## src/rtl/mips_pkg.sv

```systemverilog
// Shared constants for the pipelined MIPS core: result-source and load-type
// encodings plus the default datapath width.
package mips_pkg;

  localparam int unsigned DATA_W_DEF = 32;

  localparam logic [1:0] RES_ALU = 2'b00;
  localparam logic [1:0] RES_MEM = 2'b01;
  localparam logic [1:0] RES_PC4 = 2'b10;
  localparam logic [1:0] RES_IMM = 2'b11;

  localparam logic [2:0] LD_W  = 3'b000;
  localparam logic [2:0] LD_B  = 3'b001;
  localparam logic [2:0] LD_BU = 3'b010;
  localparam logic [2:0] LD_H  = 3'b011;
  localparam logic [2:0] LD_HU = 3'b100;

endpackage

```

## src/rtl/load_extend.sv

```systemverilog
// Sub-word load lane select with sign/zero extension; purely combinational so
// the MEM stage can reuse it.
module load_extend
  import mips_pkg::*;
#(
  parameter int unsigned DATA_W = DATA_W_DEF
) (
  input  logic [DATA_W-1:0] read_data,
  input  logic [2:0]        load_type,
  input  logic [1:0]        byte_off,
  output logic [DATA_W-1:0] load_data_c
);

  logic [7:0]  byte_c;
  logic [15:0] half_c;

  // Half lane uses only the upper offset bit; odd half addresses round down.
  assign byte_c = read_data[{byte_off, 3'b000} +: 8];
  assign half_c = read_data[{byte_off[1], 4'b0000} +: 16];

  always_comb begin
    load_data_c = read_data;
    unique case (load_type)
      LD_B:    load_data_c = {{(DATA_W-8){byte_c[7]}}, byte_c};
      LD_BU:   load_data_c = {{(DATA_W-8){1'b0}}, byte_c};
      LD_H:    load_data_c = {{(DATA_W-16){half_c[15]}}, half_c};
      LD_HU:   load_data_c = {{(DATA_W-16){1'b0}}, half_c};
      default: load_data_c = read_data;
    endcase
  end

endmodule

```

## src/rtl/writeback_stage.sv

```systemverilog
// MEM/WB pipeline register with result selection, load extraction ahead of the
// register, register-file write port and a retired-instruction counter.
module writeback_stage
  import mips_pkg::*;
#(
  parameter int unsigned DATA_W   = DATA_W_DEF,
  parameter int unsigned REG_AW   = 5,
  parameter bit          ZERO_REG = 1'b1,
  parameter int unsigned CNT_W    = 32
) (
  input  logic              clk,
  input  logic              rst_n,
  input  logic              m_valid,
  input  logic              m_reg_write,
  input  logic [1:0]        m_result_src,
  input  logic [2:0]        m_load_type,
  input  logic [1:0]        m_byte_off,
  input  logic [DATA_W-1:0] m_alu_res,
  input  logic [DATA_W-1:0] m_read_data,
  input  logic [DATA_W-1:0] m_pc_plus4,
  input  logic [DATA_W-1:0] m_imm,
  input  logic [REG_AW-1:0] m_des_reg,
  input  logic              stall,
  input  logic              flush,
  output logic              wb_valid,
  output logic              wb_reg_write,
  output logic [REG_AW-1:0] wb_des_reg,
  output logic [DATA_W-1:0] wb_write_data,
  output logic [CNT_W-1:0]  retired
);

  logic              valid_q,      valid_d;
  logic              reg_write_q,  reg_write_d;
  logic [REG_AW-1:0] des_reg_q,    des_reg_d;
  logic [DATA_W-1:0] write_data_q, write_data_d;
  logic [CNT_W-1:0]  retired_q,    retired_d;

  logic [DATA_W-1:0] load_data_c;
  logic [DATA_W-1:0] result_c;
  logic              zero_dest_c;
  logic              load_c;

  load_extend #(
    .DATA_W (DATA_W)
  ) u_load_extend (
    .read_data   (m_read_data),
    .load_type   (m_load_type),
    .byte_off    (m_byte_off),
    .load_data_c (load_data_c)
  );

  // Result source select, resolved before the register.
  always_comb begin
    result_c = m_alu_res;
    unique case (m_result_src)
      RES_ALU: result_c = m_alu_res;
      RES_MEM: result_c = load_data_c;
      RES_PC4: result_c = m_pc_plus4;
      RES_IMM: result_c = m_imm;
      default: result_c = m_alu_res;
    endcase
  end

  assign zero_dest_c = ZERO_REG && (m_des_reg == '0);
  assign load_c      = !flush && !stall;

  // Next state: flush beats stall beats load; bubbles drive zeros.
  always_comb begin
    valid_d      = valid_q;
    reg_write_d  = reg_write_q;
    des_reg_d    = des_reg_q;
    write_data_d = write_data_q;
    retired_d    = retired_q;
    if (flush) begin
      valid_d      = 1'b0;
      reg_write_d  = 1'b0;
      des_reg_d    = '0;
      write_data_d = '0;
    end else if (load_c) begin
      valid_d      = m_valid;
      reg_write_d  = m_valid && m_reg_write && !zero_dest_c;
      des_reg_d    = m_valid ? m_des_reg : '0;
      write_data_d = m_valid ? result_c  : '0;
      if (m_valid) begin
        retired_d = retired_q + CNT_W'(1);
      end
    end
  end

  always_ff @(posedge clk or negedge rst_n) begin
    if (!rst_n) begin
      valid_q      <= 1'b0;
      reg_write_q  <= 1'b0;
      des_reg_q    <= '0;
      write_data_q <= '0;
      retired_q    <= '0;
    end else begin
      valid_q      <= valid_d;
      reg_write_q  <= reg_write_d;
      des_reg_q    <= des_reg_d;
      write_data_q <= write_data_d;
      retired_q    <= retired_d;
    end
  end

  assign wb_valid      = valid_q;
  assign wb_reg_write  = reg_write_q;
  assign wb_des_reg    = des_reg_q;
  assign wb_write_data = write_data_q;
  assign retired       = retired_q;

endmodule

```

## config.mk

```make
export PLATFORM = sky130hd
export DESIGN_NAME = writeback_stage
export DESIGN_NICKNAME = d
export VERILOG_FILES = /design/src/rtl/mips_pkg.sv /design/src/rtl/load_extend.sv /design/src/rtl/writeback_stage.sv
export SDC_FILE = /design/constraint.sdc
export NUM_CORES = 1
export LEC_CHECK = 0
export ABC_CLOCK_PERIOD_IN_PS = 3100
export CORE_MARGIN = 2
export CORE_UTILIZATION = 45
export CTS_BUF_LIST = sky130_fd_sc_hd__clkbuf_2
export CTS_CLUSTER_DIAMETER = 200
export DETAILED_ROUTE_END_ITERATION = 7
export PLACE_DENSITY = 0.89
export SYNTH_ARGS = -nofsm -noshare
export SYNTH_HDL_FRONTEND = slang
export SYNTH_SLANG_ARGS = --single-unit
```

## constraint.sdc

```tcl
create_clock -name clk -period 3.1 [get_ports clk]
set_clock_uncertainty 0.2 [all_clocks]
set_input_delay 0.31 -clock clk [delete_from_list [all_inputs] [get_ports clk]]
set_output_delay 0.31 -clock clk [all_outputs]
set_load 0.02 [all_outputs]
```

* Yosys cells after proc, flatten, opt, wreduce, memory -nomap -nowiden
Index checks and enable logic that the tools add are counted.
W data, S select, Z words.
** Cells by class
- Equality and inequality tests :: 7
- Shifts and indexed selects :: 2
- Multiplexer cells :: 12
- Add/sub/neg operators :: 1
- Bitwise gates (word level) :: 1
- Reduce and logical (&&, ||, !) cells :: 10
** Operators with widths (count)
- $pmux W32 S4 :: 2
- $mux W32 :: 3
- $add A32 B1 Y32 const B :: 1
- $shiftx A32 B6 Y16 :: 1
- $shiftx A32 B6 Y8 :: 1
- $mux W5 :: 3
- $eq A3 B2 Y1 const B :: 2
- $logic_not A5 Y1 :: 1
- $eq A2 B2 Y1 const B :: 2
- $mux W1 :: 4
- $eq A3 B1 Y1 const B :: 1
- $eq A3 B3 Y1 const B :: 1
- $logic_and A1 B1 Y1 :: 3
- $logic_not A1 Y1 :: 3
- $reduce_and A3 Y1 :: 1
- $eq A2 B1 Y1 const B :: 1
- $logic_not A2 Y1 :: 1
- $reduce_bool A2 Y1 :: 1
- $not A1 Y1 :: 1
** Word-level totals
- Word-level logic and storage cells :: 38
- Bits of input ports :: 146
- Output and inout port bits :: 71
- Register bits :: 71

* Depth between registers and ports, before layout
- Depth after elaboration :: 6
- Gate-level depth with buffers :: 6
- Depth with buffers taken out :: 5

* Cells and area by module
A second synthesis with hierarchy kept.
** Unflattened totals
- Cell total of the unflattened synthesis :: 419
- Area total of the unflattened synthesis :: 4625.7 µm²
** By module, submodules not included
- writeback_stage :: cells an instance 267, seq. area each 1776.7 µm², instances 1, area each 3673.5 µm²
- load_extend :: cells an instance 152, seq. area each 0.0 µm², instances 1, area each 952.2 µm²

* Worst setup path after synthesis
No wires, ideal clock.
- Path type :: register to register
- Start :: register retired_q[2], in the netlist retired[2]
- End :: register retired_q[17], in the netlist retired[17]
- Library setup time :: 130 ps
- Arrival time :: 1672 ps
- Path slack :: 1098 ps
- Buffers on the path :: 0
- Period minus slack after synthesis :: 2002 ps
- Required time :: 2770 ps
- Cell stages (with the launch flop) :: 5
- Cell sequence :: dfrtp_1 -> nand4_1 -> nor4_4 -> or4b_1 -> xnor2_1
** On the way
- Longest elaborated chain between the ends :: 1
** Ends and longest elaborated chain
- from (decl) :: RTL line writeback_stage.sv:36 : logic [CNT_W-1:0] retired_q, retired_d;
- from (signal assigned) :: RTL line writeback_stage.sv:102 : retired_q <= retired_d;
- $add A32 B1 Y32 :: RTL line writeback_stage.sv:85 : retired_d = retired_q + CNT_W'(1);
No other way between the ends.
A chain may end at the register's enable or synchronous reset.

* Final worst setup path
- Start :: input m_load_type[0]
- End :: register write_data_q[13], in the netlist wb_write_data[13]
** On the way
- Longest elaborated chain between the ends :: 6
- Elaborated cells between the ends (all ways) :: 9
- Classes of those cells :: eq/ne: 4; mux: 5
** Ends and longest elaborated chain
- from (decl) :: RTL line writeback_stage.sv:16 : input logic [2:0] m_load_type,
- $eq A3 B3 Y1 (tied with other cells) :: RTL line load_extend.sv:23 : unique case (load_type)
- $pmux W32 S4 * :: RTL line load_extend.sv:23
- $pmux W32 S4 * :: RTL line writeback_stage.sv:55 : unique case (m_result_src)
- $mux W32 * :: RTL line writeback_stage.sv:83 : write_data_d = m_valid ? result_c : '0;
- $mux W32 * :: RTL line writeback_stage.sv:79 : end else if (load_c) begin
- $mux W32 * :: RTL line writeback_stage.sv:74 : if (flush) begin
- to (signal assigned) :: RTL line writeback_stage.sv:101 : write_data_q <= write_data_d;
- to (decl) :: RTL line writeback_stage.sv:35 : logic [DATA_W-1:0] write_data_q, write_data_d;
Mark *: on every way between the ends. The rest lies on a longest branch, timed or not. The select of a mux whose other input is x is not followed.

==> metrics <==
die area=11070 sq um; final hold vios=0; I/O pin count=217; htree depth=3; Die Height=105.2 um; syn avg cell area=9.889 sq um; Crit Path Max Fanout=19; worst hold path type=in2async; pin count of the biggest net entering global routing=72; most common cell in the netlist=dfrtp_1; detailed-route via count=4872; Req. time, crit path=3.35 ns; Max Cap Viol=0; Top delay family on crit path=buffers and inverters; Final min period=2.273 ns; Primary FF master, synth=dfrtp_1; CTS tree=done; RSZ-0062 raised after global routing=false; Tcrit/Tclk final=73.32%; global-route wire length before repair=26100 um; vias in the first global route=4961; Slew Limit Headroom=40.62%; Worst-path clk slew=0.22 ns; Synth area leader=dfrtp_1; Netlist cell types=64; final-report setup violation count=0; aggregate routed wire length=16570 um; Core Area=9864 sq um; Area Overhead vs Synth=53.41%; #FFs+latches synth=71; Worst Path Arrival=2.52 ns; DRC errors left=0; Setup Buffers After CTS=0; vias per cell=6.022; Die Wd=105.2 um; Seq/Total Area, Yosys=38.56%; Post-synth EDFFs=0; Max Freq=440.0 MHz; synthesized area=4608 sq um; DRT iter0 DRCs=238; worst path bufs/invs=2; Routed Antenna Nets=0; Area contributors post-synth=dfrtp_1, mux2_2, xnor2_1, a22oi_1, o221ai_1; Crit. End Element=register; GRT Total Usage=29.87%; Row Count=36; Buffers on Ports=216; DR pass1 iterations=5; deepest clock path buffer count=2; final setup margin=0.8272 ns; Net Count, Synth=613; Post-synth ARST share=100.0%; # fillers=716; Clock Latency Late Sink=0.52 ns; Sink Count=71; status=complete, no violations; CTS buffer count=9; Worst R2R Setup Slack=1.01 ns; Diodes inserted=0; RePlAce Congestion=0.8722; clock tree root buffer cell=clkbuf_2; pre-CTS setup slack=0.3712 ns; CP Launch Point=m_load_type[0]; GRT overflow=0; startpoint types=input pin; initial antenna violation count=0; kind of critical path=in2reg; Tightest Pin Transition=0.8907 ns; CP max stage delay=0.65 ns; max-slew violation count=0; Power per Cell Area=354.7 nW/um^2; share of post-route cells with drive strength above 1=11.69%; post-synthesis cell count=466; average routed wire per standard cell=20.48 um; total of warnings raised by yosys=0; CP max stage cell=clkdlybuf4s50_1; HPWL Detailed=12420 um; VDD IR max=0.2497 mV; worst path cell trace=clkdlybuf4s50_1, o21a_1, nor2_2, buf_4, o21ai_0, o221ai_1; leak pwr=2.827 nW; top post-synthesis cells by count=dfrtp_1, nand2_1, mux2_2, a22oi_1, xnor2_1; reg2reg start=retired[2]; Sequential Area=1777 sq um; area of the multi-input gates=2654 sq um; Yosys top cell area share=38.56%; final net count=818; Starting Density=46.71%; setup tns final=0 ns; CTS resizes=0
[metrics by stage]
step                      instances  area (sq um)  util [%]  power (mW)  hold WS [ns]
after CTS                       809          7069     71.66       2.520        0.1890
after global routing            809          7069     71.66       2.617        0.1762
after global placement          792          6887     69.81       1.759        0.2602
final                           809          7069     71.66       2.508        0.2124
after floorplan                 466          4608         -       1.364       -0.1856
after detailed placement        792          6887     69.81       1.781        0.2709
[cell families (layout without fill, tap and decap cells)]
kind of cell,after synthesis,in the layout,synth area share [%]
simple gates,132,132,16.07
fa+ha+maj,1,1,0.2715
buf+inv,44,254,4.127
compound gates,138,138,23.35
flops,71,71,38.56
mux,48,48,11.54
xor+xnor,32,32,6.082
[cell usage in the layout (no fill, tap or decap), types with 8 or more instances in the layout]
cell / n
nand4_1: 12
buf_4: 16
mux2_2: 31
nor2_1: 14
nand2b_1: 8
mux2i_1: 16
nand3_1: 15
xnor2_1: 28
o21a_1: 8
o221ai_1: 23
o21ai_0: 11
a22oi_1: 30
nand2_1: 44
clkdlybuf4s50_1: 214
clkbuf_2: 9
dfrtp_1: 71
o22ai_1: 16
[repair_timing]
item / 4_1_cts / 5_1_grt
hold endpoints to repair: 71 / 0
hold buffers: 1 / 0
setup endpoints to repair: 0 / 0
[final timing paths]
path / to / cells past startpoint
min reg2reg: retired[31] / 1
min: wb_des_reg[4] / 2
max: wb_write_data[13] / 6
max reg2reg: retired[17] / 4
max in group asynchronous: retired[11] / 2
min in group clk: wb_reg_write / 2
[worst reg2reg max path: cells and delay by family (launching register included)]
family           cells  cell delay (ns)
AND/OR/NAND/NOR      3             1.18
flip-flops           1             0.49
XOR/XNOR             1             0.16
[power by group]
group / internal [mW] / leakage [nW] / switching [mW]
clock: 0.361 / 0.0990 / 0.375
sequential: 0.978 / 0.973 / 0.0524
combinational: 0.396 / 1.76 / 0.346
[cell type report]
class,instances,area share (%)
Clock buffer,9,0.6372
Sequential cell,71,25.13
Clock inverter,7,1.805
Timing Repair Buffer,232,32.21
Tap cell,133,2.354
Inverter,6,0.3186
Multi-Input combinational cell,351,37.54
[routing by layer]
layer	vias to the layer above	share of wire, %	track usage (%)
met5	-	0	0
met4	0	3.3	11.43
met3	47	9.0	9.108
met2	240	49	49.22
met1	2368	39	36.60
li1	2217	-	-
Note: power is estimated with default switching activity, not from simulation.
